## src/rtl/cpu_pkg.sv

```systemverilog
// Shared constants and types for the five-stage pipeline front end.
// Latency: n/a (package only).
// Backpressure: n/a (package only).
package cpu_pkg;

  localparam logic [31:0] NOP_INSTR        = 32'h0000_0000;
  localparam logic [31:0] DEFAULT_RESET_PC = 32'h0040_0000;

  // Action taken by the fetch stage on the last rising edge.
  localparam logic [1:0] IF_RUN      = 2'b00;
  localparam logic [1:0] IF_HOLD     = 2'b01;
  localparam logic [1:0] IF_BUBBLE   = 2'b10;
  localparam logic [1:0] IF_REDIRECT = 2'b11;

  // IF/ID pipeline register contents.
  typedef struct packed {
    logic [31:0] instr;
    logic [31:0] pc4;
    logic        valid;
  } ifid_t;

  localparam ifid_t IFID_BUBBLE = '{instr: NOP_INSTR, pc4: 32'h0, valid: 1'b0};

endpackage

```

## src/rtl/fetch_stage_pc_incr.sv

```systemverilog
// Word-address incrementer: y = a + 1 over 30 bits, carry-out dropped.
// Latency: combinational.
// Backpressure: none.
//
// Ports:
//   a  in  30  word address (PC[31:2])
//   y  out 30  a + 1 modulo 2^30
module pc_incr (
  input  logic [29:0] a,
  output logic [29:0] y
);

  // Ripple chain of half adders with the chain's carry-in tied high.
  logic [29:0] c;

  assign c[0] = 1'b1;

  for (genvar i = 0; i < 30; i++) begin : g_ha
    assign y[i] = a[i] ^ c[i];
    if (i < 29) begin : g_carry
      assign c[i+1] = a[i] & c[i];
    end
  end

endmodule

```

## src/rtl/fetch_stage.sv

```systemverilog
// Instruction fetch: PC register, IF/ID pipeline register, perf counters.
// Latency: imem_data in cycle n appears on IDinstr in cycle n+1.
// Backpressure: IDstall freezes PC and IF/ID; IFstall inserts bubbles; a taken branch overrides both.
//
// Ports:
//   clk, reset_n                  clock, async active-low reset
//   IFstall, IDstall              stall requests from the stall unit
//   EXbr_taken, EXbr_target       resolved branch from EX
//   imem_addr / imem_data         instruction memory (async read)
//   IDinstr, IDpc4, IDvalid       IF/ID register outputs
//   IFstate                       action chosen on the previous edge
//   perf_fetch, perf_bubble       saturating activity counters
module fetch_stage
  import cpu_pkg::*;
#(
  parameter logic [31:0] RESET_PC = DEFAULT_RESET_PC,
  parameter int          CNT_W    = 16
) (
  input  logic             clk,
  input  logic             reset_n,
  input  logic             IFstall,
  input  logic             IDstall,
  input  logic             EXbr_taken,
  input  logic [31:0]      EXbr_target,
  output logic [31:0]      imem_addr,
  input  logic [31:0]      imem_data,
  output logic [31:0]      IDinstr,
  output logic [31:0]      IDpc4,
  output logic             IDvalid,
  output logic [1:0]       IFstate,
  output logic [CNT_W-1:0] perf_fetch,
  output logic [CNT_W-1:0] perf_bubble
);

  localparam logic [CNT_W-1:0] CNT_ONE = CNT_W'(1);
  localparam logic [CNT_W-1:0] CNT_MAX = '1;

  logic [31:0] pc;
  ifid_t       ifid;
  logic [29:0] pc_word_inc;
  logic [31:0] pc_plus4;
  logic [31:0] br_target_aligned;
  logic [1:0]  action;

  pc_incr u_pc_incr (
    .a (pc[31:2]),
    .y (pc_word_inc)
  );

  assign pc_plus4          = {pc_word_inc, 2'b00};
  assign br_target_aligned = EXbr_target & 32'hFFFF_FFFC;

  // Fixed priority: redirect beats data hazard beats branch-in-flight bubble.
  always_comb begin
    action = IF_RUN;
    if (EXbr_taken) begin
      action = IF_REDIRECT;
    end else if (IDstall) begin
      action = IF_HOLD;
    end else if (IFstall) begin
      action = IF_BUBBLE;
    end
  end

  always_ff @(posedge clk or negedge reset_n) begin
    if (!reset_n) begin
      pc          <= RESET_PC;
      ifid        <= IFID_BUBBLE;
      IFstate     <= IF_RUN;
      perf_fetch  <= '0;
      perf_bubble <= '0;
    end else begin
      IFstate <= action;
      case (action)
        IF_REDIRECT: begin
          pc   <= br_target_aligned;
          ifid <= IFID_BUBBLE;
        end
        IF_HOLD: begin
          pc   <= pc;
          ifid <= ifid;
        end
        IF_BUBBLE: begin
          // PC stays at branch+4 so a not-taken branch needs no redirect.
          pc   <= pc;
          ifid <= IFID_BUBBLE;
        end
        default: begin
          pc   <= pc_plus4;
          ifid <= '{instr: imem_data, pc4: pc_plus4, valid: 1'b1};
        end
      endcase

      if (action == IF_RUN && perf_fetch != CNT_MAX) begin
        perf_fetch <= perf_fetch + CNT_ONE;
      end
      if ((action == IF_BUBBLE || action == IF_REDIRECT) && perf_bubble != CNT_MAX) begin
        perf_bubble <= perf_bubble + CNT_ONE;
      end
    end
  end

  assign imem_addr = pc;
  assign IDinstr   = ifid.instr;
  assign IDpc4     = ifid.pc4;
  assign IDvalid   = ifid.valid;

endmodule

```

## config.mk

```make
export PLATFORM = sky130hd
export DESIGN_NAME = fetch_stage
export DESIGN_NICKNAME = d
export VERILOG_FILES = /design/src/rtl/cpu_pkg.sv /design/src/rtl/fetch_stage_pc_incr.sv /design/src/rtl/fetch_stage.sv
export SDC_FILE = /design/constraint.sdc
export NUM_CORES = 1
export LEC_CHECK = 0
export ABC_AREA = 1
export BUFFER_PORTS_ARGS = -buffer_cell sky130_fd_sc_hd__buf_2
export CORE_MARGIN = 3
export CORE_UTILIZATION = 55
export DETAILED_ROUTE_END_ITERATION = 6
export PLACE_DENSITY = 0.92
export SKIP_LAST_GASP = 1
export SYNTH_ARGS = -nofsm -noshare
export SYNTH_HDL_FRONTEND = slang
export SYNTH_SLANG_ARGS = --single-unit
```

## constraint.sdc

```tcl
create_clock -name clk -period 8.9 [get_ports clk]
set_input_delay 0 -clock clk [delete_from_list [all_inputs] [get_ports clk]]
set_output_delay 0 -clock clk [all_outputs]
set_load 0.03 [all_outputs]
```

==> metrics.md, run 1 <==
| Metric | Value |
|---|---|
| Multi-input logic area | 2600 um^2 |
| Final core occ | 78.2% |
| Seq/Total Area, Yosys | 51.9% |
| Final hold viol count | 0 |
| CTS tree | built |
| Routability cong. | 0.913 |
| Commonest non-fill, non-tap cell in the layout | nand2_1 |
| Cells after Synth | 675 |
| Routed Antenna Nets | 0 |
| I/O pin count | 200 |
| Worst slew margin | 33.3% |
| Worst Setup End Kind | register |
| Adder-Cell Fraction of Synth Area | 6.12% |
| DRC viols | 0 |
| Routed vias | 6012 |
| Crit share post-route | 68.8% |
| Tightest Pin Transition | 1.00 ns |
| Fmax | 163 MHz |
| Synth Register Bits | 127 |
| Maximum vdd drop | 161 uV |
| Fin. max-slew vios | 0 |
| Core ar. | 10600 um^2 |
| Top post-synthesis cells by area | dfrtp_1, nand2_1, ha_1 |
| Top cell by count, worst path | ha_1 |
| Clk sinks | 127 |
| Drt pass-1 iters | 7 |
| DRT iter0 DRCs | 542 |
| Critical path's slowest cell | dfrtp_1 |
| Synth warn | 0 |
| Clock network fraction of design power | 36.4% |
| Fin Setup TNS | 0 ns |
| Simple-Gate Fraction of Synth Area | 24.6% |
| CTS Buf Count | 17 |
| Max-Cap Viols | 0 |
| Area Growth Syn to Fin | 35.3% |
| Worst-Skew Late Latency | 0.51 ns |
| Starting Density | 57.8% |
| Compound-Gate Fraction of Synth Area | 10.5% |
| Initial antenna violation count | 1 |
| Leakage Power | 4.39 nW |
| Root buf cell | clkbuf_8 |
| Synth area leader | dfrtp_1 |
| Commonest non-fill, non-tap cells in the layout | nand2_1, buf_2, dfrtp_1 |
| Combinational share of power | 22.2% |
| Layout Cells excl Fill | 1074 |
| Synthesized area per cell | 9.08 um^2 |
| Post-detail-place hpwl | 11.0 mm |
| Wire per inst | 17.2 um |
| Synth unique cells | 32 |
| # port buffers | 193 |
| Total congestion overflow | 0 |
| Critical Path RT | 9.29 ns |
| RSZ-0062 raised after global routing | false |
| Signal arrival time at the worst endpoint | 6.52 ns |
| Main synth FF type | dfrtp_1 |
| Minimum clock period after layout | 6.13 ns |
| Dpl cells | 977 |
| Peak per-stage delay on the critical path | 0.42 ns |
| Critical path class | register to register |
| Vias in the first global route | 6065 |
| Ys async rst share | 100% |
| Xor/xnor share of the synthesized area | 1.00% |
| Die W | 112 um |
| DR vias/cell | 5.60 |
| Register share of total power | 41.4% |
| PostCTS Resize Cnt | 0 |
| Power Total | 0.00168 W |
| Nets | 1025 |
| Routed WL | 18.5 mm |
| Proportion of layout cells with a drive suffix above 1 | 26.6% |
| Fill cell count | 682 |
| Register area | 3180 um^2 |
| Top cell type's share of synthesized area | 51.4% |
| CTS H-tree lvls | 4 |
| FF-to-FF path depth | 31 |
| Sw frac | 33.2% |
| Hold slack | 0.0325 ns |
| DIE AREA | 12400 um^2 |
| Crit Path Max Fanout | 5 |
| Worst min path class | input pin to async pin |
| Largest family of logic cells by synthesized area | simple AND/OR/NAND/NOR gates |
| Status | complete, no violations |
| Pwr/cell area | 203 nW/um^2 |
| First-pass GRT wire length | 30.0 mm |
| GR Util All Layers | 30.0% |
| Largest net degree at the start of global routing | 81 |
| Final Setup Violations | 0 |
| Number of synthesized flops with an enable pin | 0 |
| Int Power | 0.00112 W |
| Startpoint types | register |
| Mapped Area | 6130 um^2 |
| Post-synthesis mux area share | 0% |
| Rows | 37 |
| CTS clk-pin slew, worst paths | 0.06 ns |
| Die span in y | 112 um |
| Switching power of the nets | 0.000558 W |
| Clk buf depth | 2 |
| Clk_skew | 0.00805 ns |
through the flow:
step | instance area (um^2) | setup slack (ns)
CTS | 8290 | 2.79
detailed placement | 7120 | 2.84
global route | 8290 | 2.53
global placement | 7120 | 2.99
floorplan | 6140 | 3.10
finish | 8290 | 2.77
area by class of cell:
cell class / count / area share (%)
Timing Repair Buffer: 262 / 19.9
Clock buffer: 22 / 5.34
Multi-Input combinational cell: 470 / 31.3
Clock inverter: 8 / 0.815
Inverter: 48 / 2.17
Antenna cell: 1 / 0.0302
Tap cell: 136 / 2.05
Sequential cell: 127 / 38.3
flip-flops by register name (all words and copies together) (netlist names):
name / flops
IDpc4: 30
IDinstr: 32
perf_fetch: 16
IFstate: 2
imem_addr: 30
perf_bubble: 16
IDvalid: 1
power by group through the flow:
stage          combinational [W]  clock, W  sequential, W
2_1_floorplan           0.000124         0       0.000798
3_3_place_gp            0.000333         0       0.000698
3_5_place_dp            0.000342         0       0.000701
4_1_cts                 0.000368  0.000619       0.000693
5_1_grt                 0.000402  0.000647       0.000703
6_report                0.000373  0.000613       0.000696
metal layers:
metal / GRT usage [%] / up-vias / routed length, um
li1: - / 2761 / -
met1: 36.0 / 2821 / 7020
met2: 50.3 / 359 / 9140
met3: 7.45 / 71 / 1530
met4: 15.3 / 0 / 798
met5: 0 / - / 0
cell usage after synthesis (5+ instances only):
cell type	number
a32o_1	34
buf_2	14
buf_4	6
clkbuf_1	9
dfrtp_1	126
ha_1	30
inv_1	43
inv_2	5
nand2_1	217
nand2_2	6
nand3_1	59
nand3b_1	5
nand4_1	12
nor2_1	39
nor2_4	5
o211ai_1	14
o21ai_0	24
o21ai_2	5
worst max-delay path: cells and delay by family (launching register included):
kind	cells	cell delay, ns
xor gates and xnor gates	1	0.16
and+or+nand+nor	2	0.18
DFF	1	0.42
adders and majority gates	28	5.23
final timing paths:
check	start	endpoint	slack, ns
setup / recovery	imem_addr[2]	imem_addr[31]	2.77
hold / removal	reset_n	perf_bubble[14]	0.03
setup reg to reg	imem_addr[2]	imem_addr[31]	2.77
hold reg to reg	imem_addr[22]	imem_addr[22]	0.51
max in group asynchronous	reset_n	perf_fetch[9]	7.45
min in group clk	EXbr_taken	imem_addr[22]	0.04
logic make-up after synthesis:
family | count (synthesis)
flip-flops | 127
AO/OA/AOI/OAI | 82
adder cells (fa/ha/maj) | 30
XOR/XNOR | 7
other | 1
AND/OR/NAND/NOR | 347
buffers and inverters | 81
what timing repair did:
item                       in CTS  in global routing
hold buffers                   66                  0
setup endpoints to repair       0                  0
hold endpoints to repair      111                  0
buffers inserted                0                  0
No activity file was read; power rests on OpenSTA's default activity.
==> run 2: changes to the inputs <==
ABC_AREA = 0   (was 1)
CORE_UTILIZATION = 45   (was 55)
PLACE_DENSITY = 0.82   (was 0.92)
clock period = 5.4 ns   (was 8.9 ns; I/O delays follow)
==> run 2 against run 1 <==
  * Clock power grew 81%
  * Die area grew 13%
  * Area after synthesis shrank 7.1%
  * Core utilization shrank 10 points
  * Sequential power grew 68%
==> metrics.md, run 2 <==
| Metric | Value |
|---|---|
| Clk buf depth | 2 |
| Routability cong. | 0.849 |
| Int Power | 0.00199 W |
| Synth top cells by count | dfrtp_1, a22o_1, nand2_1 |
| # port buffers | 193 |
| Signal arrival time at the worst endpoint | 5.52 ns |
| Max FFs per register | 32 |
| Pwr/cell area | 350 nW/um^2 |
| Rows | 40 |
| Clk_skew | 0.00671 ns |
| DIE AREA | 14000 um^2 |
| Status | complete, no violations |
| Post-detail-place hpwl | 10.2 mm |
| Root buf cell | clkbuf_16 |
| Crit share post-route | 97.5% |
| Startpoint types | register |
| Critical path's slowest cell | dfrtp_2 |
| Worst-Skew Late Latency | 0.41 ns |
| Number of synthesized flops with an enable pin | 0 |
| Hold path cells | 3 |
| CTS H-tree lvls | 4 |
| Routed Antenna Nets | 0 |
| Top-count cell post-synth | dfrtp_1 |
| Crit Path Max Fanout | 2 |
| Die W | 118 um |
| Wire per inst | 18.5 um |
| Power Total | 0.00292 W |
| DR vias/cell | 5.39 |
| Fmax | 190 MHz |
| Total congestion overflow | 0 |
| Peak per-stage delay on the critical path | 0.42 ns |
| Largest net degree at the start of global routing | 67 |
| Nets | 812 |
| Reg-to-reg startpoint | imem_addr[2] |
| Synth Register Bits | 127 |
| Die span in y | 118 um |
| Worst slew margin | 22.1% |
| RR Endpoint | imem_addr[31] |
| Worst Setup End Kind | register |
| Switching power of the nets | 0.000927 W |
| Hold slack | 0.0675 ns |
| Register share of total power | 40.2% |
| Clk sinks | 127 |
| Routed WL | 16.5 mm |
| Vias in the first global route | 5172 |
| Worst setup path endpoint | imem_addr[31] |
| Routed vias | 4823 |
| Top post-synthesis cells by area | dfrtp_1, a22o_1, ha_1 |
| CTS Buf Count | 17 |
| Synthesized area per cell | 12.5 um^2 |
| Mapped Area | 5690 um^2 |
| Drt pass-1 iters | 4 |
| Synth unique cells | 44 |
| Max-Cap Viols | 0 |
| FF-to-FF path depth | 31 |
| DRC viols | 0 |
| Synth warn | 0 |
| Initial antenna violation count | 0 |
| Core ar. | 12200 um^2 |
| Proportion of layout cells with a drive suffix above 1 | 38.2% |
| Crit path from | imem_addr[2] |
| First-pass GRT wire length | 26.5 mm |
| Sw frac | 31.8% |
| Clock network fraction of design power | 38.2% |
| Final hold viol count | 0 |
| Seq/Total Area, Yosys | 55.8% |
| Worst min path class | input pin to register |
| Tightest Pin Transition | 1.17 ns |
| Final Setup Violations | 0 |
| Post-CTS Setup Inserts | 0 |
| Critical Path RT | 5.65 ns |
| Minimum clock period after layout | 5.27 ns |
| Leakage Power | 4.29 nW |
| Fin. max-slew vios | 0 |
| Starting Density | 46.6% |
| Synth area leader | dfrtp_1 |
| Maximum vdd drop | 217 uV |
| Critical path class | register to register |
| Cells after Synth | 456 |
| CTS tree | built |
| Ys async rst share | 100% |
| GR Util All Layers | 23.8% |
| DRT iter0 DRCs | 315 |
| CTS clk-pin slew, worst paths | 0.05 ns |
| R2R Setup Slk | 0.13 ns |
| Area Growth Syn to Fin | 46.2% |
| Top cell type's share of synthesized area | 55.4% |
| Commonest non-fill, non-tap cell in the layout | buf_2 |
| Top cell by count, worst path | ha_4 |
| Commonest non-fill, non-tap cells in the layout | buf_2, dfrtp_1, dlygate4sd3_1 |
| I/O pin count | 200 |
| Main synth FF type | dfrtp_1 |
| Combinational share of power | 21.6% |
## run 2: cell count changes after synthesis, sizes merged, moves of 28 or more
cell   delta
nand3    -57
a22o     +60
inv      -46
mux2i    +28
nand2   -177
a32o     -34
nor2     -35
## run 2: how the worst min path moves through the flow
stage / startpoint / endpoint / slack, ns
floorplan: reset_n / IDinstr[0] / -0.30
global placement: reset_n / IDpc4[14] / 0.12
detailed placement: reset_n / IDpc4[15] / 0.14
CTS: IFstall / IFstate[1] / 0.05
global route: IFstall / IFstate[1] / 0.10
finish: IFstall / IFstate[1] / 0.07
## run 2: metrics by stage
stage	std cells	util (%)	cell area, um^2	setup WS [ns]	TNS, ns
2_1_floorplan	459	-	5890	0.00427	0
3_3_place_gp	798	57.2	6980	-0.0612	-0.0814
3_5_place_dp	798	57.2	6980	-0.136	-0.380
4_1_cts	894	67.4	8230	0.00351	0
5_1_grt	894	68.1	8320	-0.0103	-0.0103
6_report	895	68.2	8320	0.134	0
## run 2: final cells by class
cell class,count,area (um^2)
Fill cell,880,3890
Sequential cell,127,3180
Multi-Input combinational cell,302,2700
Timing Repair Buffer,263,1650
Clock buffer,25,485
Tap cell,168,210
Clock inverter,7,85.1
Inverter,2,7.51
Antenna cell,1,2.50
## run 2: repair_timing
action / CTS / global route
resized for setup: 9 / 12
endpoints found under the hold margin: 128 / 0
endpoints found under the setup margin: 4 / 5
hold buffers: 64 / 0
## run 2: critical path, delay by kind of cell (launching register included)
kind                       cells  cell delay (ns)
adders and majority gates     28             4.36
DFF                            1             0.42
xor gates and xnor gates       1             0.14
AOI/OAI and AO/OA              1             0.07
and+or+nand+nor                1             0.06
## run 2: cell families (layout without fill, tap and decap cells)
logic type / Yosys count / in the layout / share of synthesized area, %
adders and majority gates: 30 / 30 / 6.59
other: 1 / 5 / 0.0659
xor gates and xnor gates: 26 / 26 / 4.00
muxes: 33 / 33 / 5.91
DFF: 127 / 127 / 55.8
and+or+nand+nor: 104 / 104 / 11.1
AOI/OAI and AO/OA: 105 / 105 / 14.0
buffers and inverters: 30 / 297 / 2.53
## run 2: power groups by stage
stage,registers (W),logic [W],clock network (W)
floorplan,0.00135,0.000191,0
global placement,0.00117,0.000573,0
detailed placement,0.00118,0.000585,0
CTS,0.00117,0.000626,0.00113
global route,0.00119,0.000676,0.00117
finish,0.00117,0.000630,0.00111
## run 2: layer usage
metal	up-vias	global-route usage (%)	wire length (um)
li1	2194	-	-
met5	-	0	0
met3	48	5.50	777
met4	0	13.1	594
met1	2400	27.7	6580
met2	181	40.6	8560
==> run 3: changes to the inputs <==
CORE_UTILIZATION = 47   (was 45)
CTS_BUF_LIST = sky130_fd_sc_hd__clkbuf_8   (was not set)
PLACE_DENSITY = 0.85   (was 0.82)
RECOVER_POWER = 50   (was not set)
==> run 3 against run 2 <==
  * The run now ends with capacitance limit, slew limit left
  * Cell count decreased by 2.8%
  * Worst hold slack improved by 0.13 ns
  * Sequential power hardly changed
  * Die area is 4.0% lower
  * Core utilization rose by 0.19 points
  * Largest power group unchanged
==> metrics.md, run 3 (synthesis gave the netlist of run 2 again) <==
| Metric | Value |
|---|---|
| Sw frac | 34.5% |
| Peak per-stage delay on the critical path | 0.43 ns |
| Drt pass-1 iters | 5 |
| FF-to-FF path depth | 30 |
| Combinational share of power | 23.1% |
| GR Util All Layers | 24.6% |
| Commonest non-fill, non-tap cells in the layout | dfrtp_1, clkbuf_1, buf_2 |
| Proportion of layout cells with a drive suffix above 1 | 21.3% |
| First-pass GRT wire length | 25.4 mm |
| Total congestion overflow | 0 |
| Worst slew margin | -130% |
| Max FFs per register | 32 |
| Hold path cells | 4 |
| Failing checks | capacitance limit, slew limit |
| Switching power of the nets | 0.000893 W |
| Rows | 39 |
| Signal arrival time at the worst endpoint | 5.59 ns |
| Critical path's slowest cell | dfrtp_2 |
| CTS Buf Count | 17 |
| DRT iter0 DRCs | 302 |
| Crit Path Max Fanout | 2 |
| DR vias/cell | 5.49 |
| Routed vias | 4778 |
| Hold slack | 0.200 ns |
| CTS H-tree lvls | 4 |
| Maximum vdd drop | 273 uV |
| Status | finished with violations |
| Vias in the first global route | 4967 |
| DP Worst Slack | -0.149 ns |
| Startpoint types | register |
| Commonest non-fill, non-tap cell in the layout | dfrtp_1 |
| Number of diodes | 0 |
| Clk sinks | 127 |
| Crit share post-route | 97.8% |
| Nets | 813 |
| I/O pin count | 200 |
| Minimum clock period after layout | 5.28 ns |
| DRC viols | 0 |
| Reg-to-reg startpoint | imem_addr[3] |
| # port buffers | 193 |
| Fmax | 189 MHz |
| Initial antenna violation count | 0 |
| Clk_skew | 0.0121 ns |
| Routed Antenna Nets | 0 |
| Worst Setup End Kind | register |
| Starting Density | 49.0% |
| CTS tree | built |
| Routability cong. | 0.820 |
| Worst min path class | input pin to register |
| Hold Path Sink | imem_addr[22] |
| Final worst setup slack | 0.117 ns |
| Critical path class | register to register |
| Hold_sp | EXbr_taken |
| Routed WL | 16.5 mm |
| Final hold viol count | 0 |
| Post-detail-place hpwl | 10.2 mm |
| CTS clk-pin slew, worst paths | 0.07 ns |
| Die W | 116 um |
| R2R Setup Slk | 0.12 ns |
| Fin. max-slew vios | 66 |
| Wire per inst | 18.9 um |
| Root buf cell | clkbuf_8 |
| Area Growth Syn to Fin | 39.4% |
| Register share of total power | 45.4% |
| RSZ-0062 raised after global routing | false |
| DIE AREA | 13500 um^2 |
| Int Power | 0.00170 W |
| Leakage Power | 3.76 nW |
| Tightest Pin Transition | 3.44 ns |
| Design Area, Final | 7940 um^2 |
| Fin Setup TNS | 0 ns |
| RR Endpoint | imem_addr[30] |
| Clk buf depth | 2 |
| Final Setup Violations | 0 |
| Clock network fraction of design power | 31.6% |
| Top cell by count, worst path | ha_4 |
| Pwr/cell area | 326 nW/um^2 |
| Post-placement cell area | 6950 um^2 |
| Die span in y | 116 um |
| Largest net degree at the start of global routing | 67 |
| Worst-Skew Late Latency | 0.45 ns |
| Max-Cap Viols | 1 |
| Critical Path RT | 5.70 ns |
| Core ar. | 11600 um^2 |
-- run 3: cell types whose count changed in the layout (fill, tap and decap cells not counted), moves of 2 or more --
cell       previous run  this run
ha_2                  3         6
inv_1                 2         7
ha_4                 24        22
clkbuf_16            17         0
buf_2               192        70
clkbuf_1              5       123
clkbuf_8              3        21
-- run 3: how the worst max path moves through the flow --
stage                 start       endpoint  cells after the start
2_1_floorplan  imem_addr[2]  imem_addr[31]                     31
3_3_place_gp   imem_addr[3]  imem_addr[31]                     31
3_5_place_dp   imem_addr[3]  imem_addr[31]                     31
4_1_cts        imem_addr[3]  imem_addr[30]                     30
5_1_grt        imem_addr[3]  imem_addr[30]                     30
6_report       imem_addr[3]  imem_addr[30]                     30
-- run 3: cell type report --
class                      count  area [um^2]
clock inverter                11         98.8
tap                          143          179
clock buffer                  21          289
sequential                   127         3180
timing repair buffer         264         1510
multi-input combinational    302         2670
inverter                       2         7.51
fill                         903         3680
-- run 3: critical path: cells and delay by family (launching register included) --
family | cells | cell delay (ns)
multiplexers | 1 | 0.13
flip-flops | 1 | 0.43
adder cells (fa/ha/maj) | 28 | 4.50
AO/OA/AOI/OAI | 1 | 0.08
-- run 3: power groups by stage --
stage	registers [W]	logic (W)	clock network (W)
after floorplan	0.00135	0.000191	0
after CTS	0.00117	0.000620	0.000823
after global placement	0.00117	0.000566	0
after global routing	0.00119	0.000648	0.000878
after detailed placement	0.00118	0.000578	0
final	0.00117	0.000597	0.000817
-- run 3: per-stage QoR --
step | total power, W | cells | utilization [%]
2_1_floorplan | 0.00154 | 459 | -
3_3_place_gp | 0.00174 | 773 | 59.8
3_5_place_dp | 0.00176 | 773 | 59.8
4_1_cts | 0.00261 | 870 | 69.3
5_1_grt | 0.00272 | 870 | 68.3
6_report | 0.00259 | 870 | 68.3
-- run 3: timing repair --
| action | in CTS | in global routing |
|---|---|---|
| buffers inserted | 0 | 0 |
| endpoints found under the hold margin | 129 | 0 |
| pin swaps | 1 | 1 |
| setup endpoints to repair | 6 | 5 |
| hold buffers | 65 | 0 |
| resized for setup | 13 | 8 |
-- run 3: per-layer routing --
layer	routed length, um	track usage (%)
met1	6570	30.2
met2	8660	41.2
met3	710	5.12
met4	531	12.5
met5	0	0
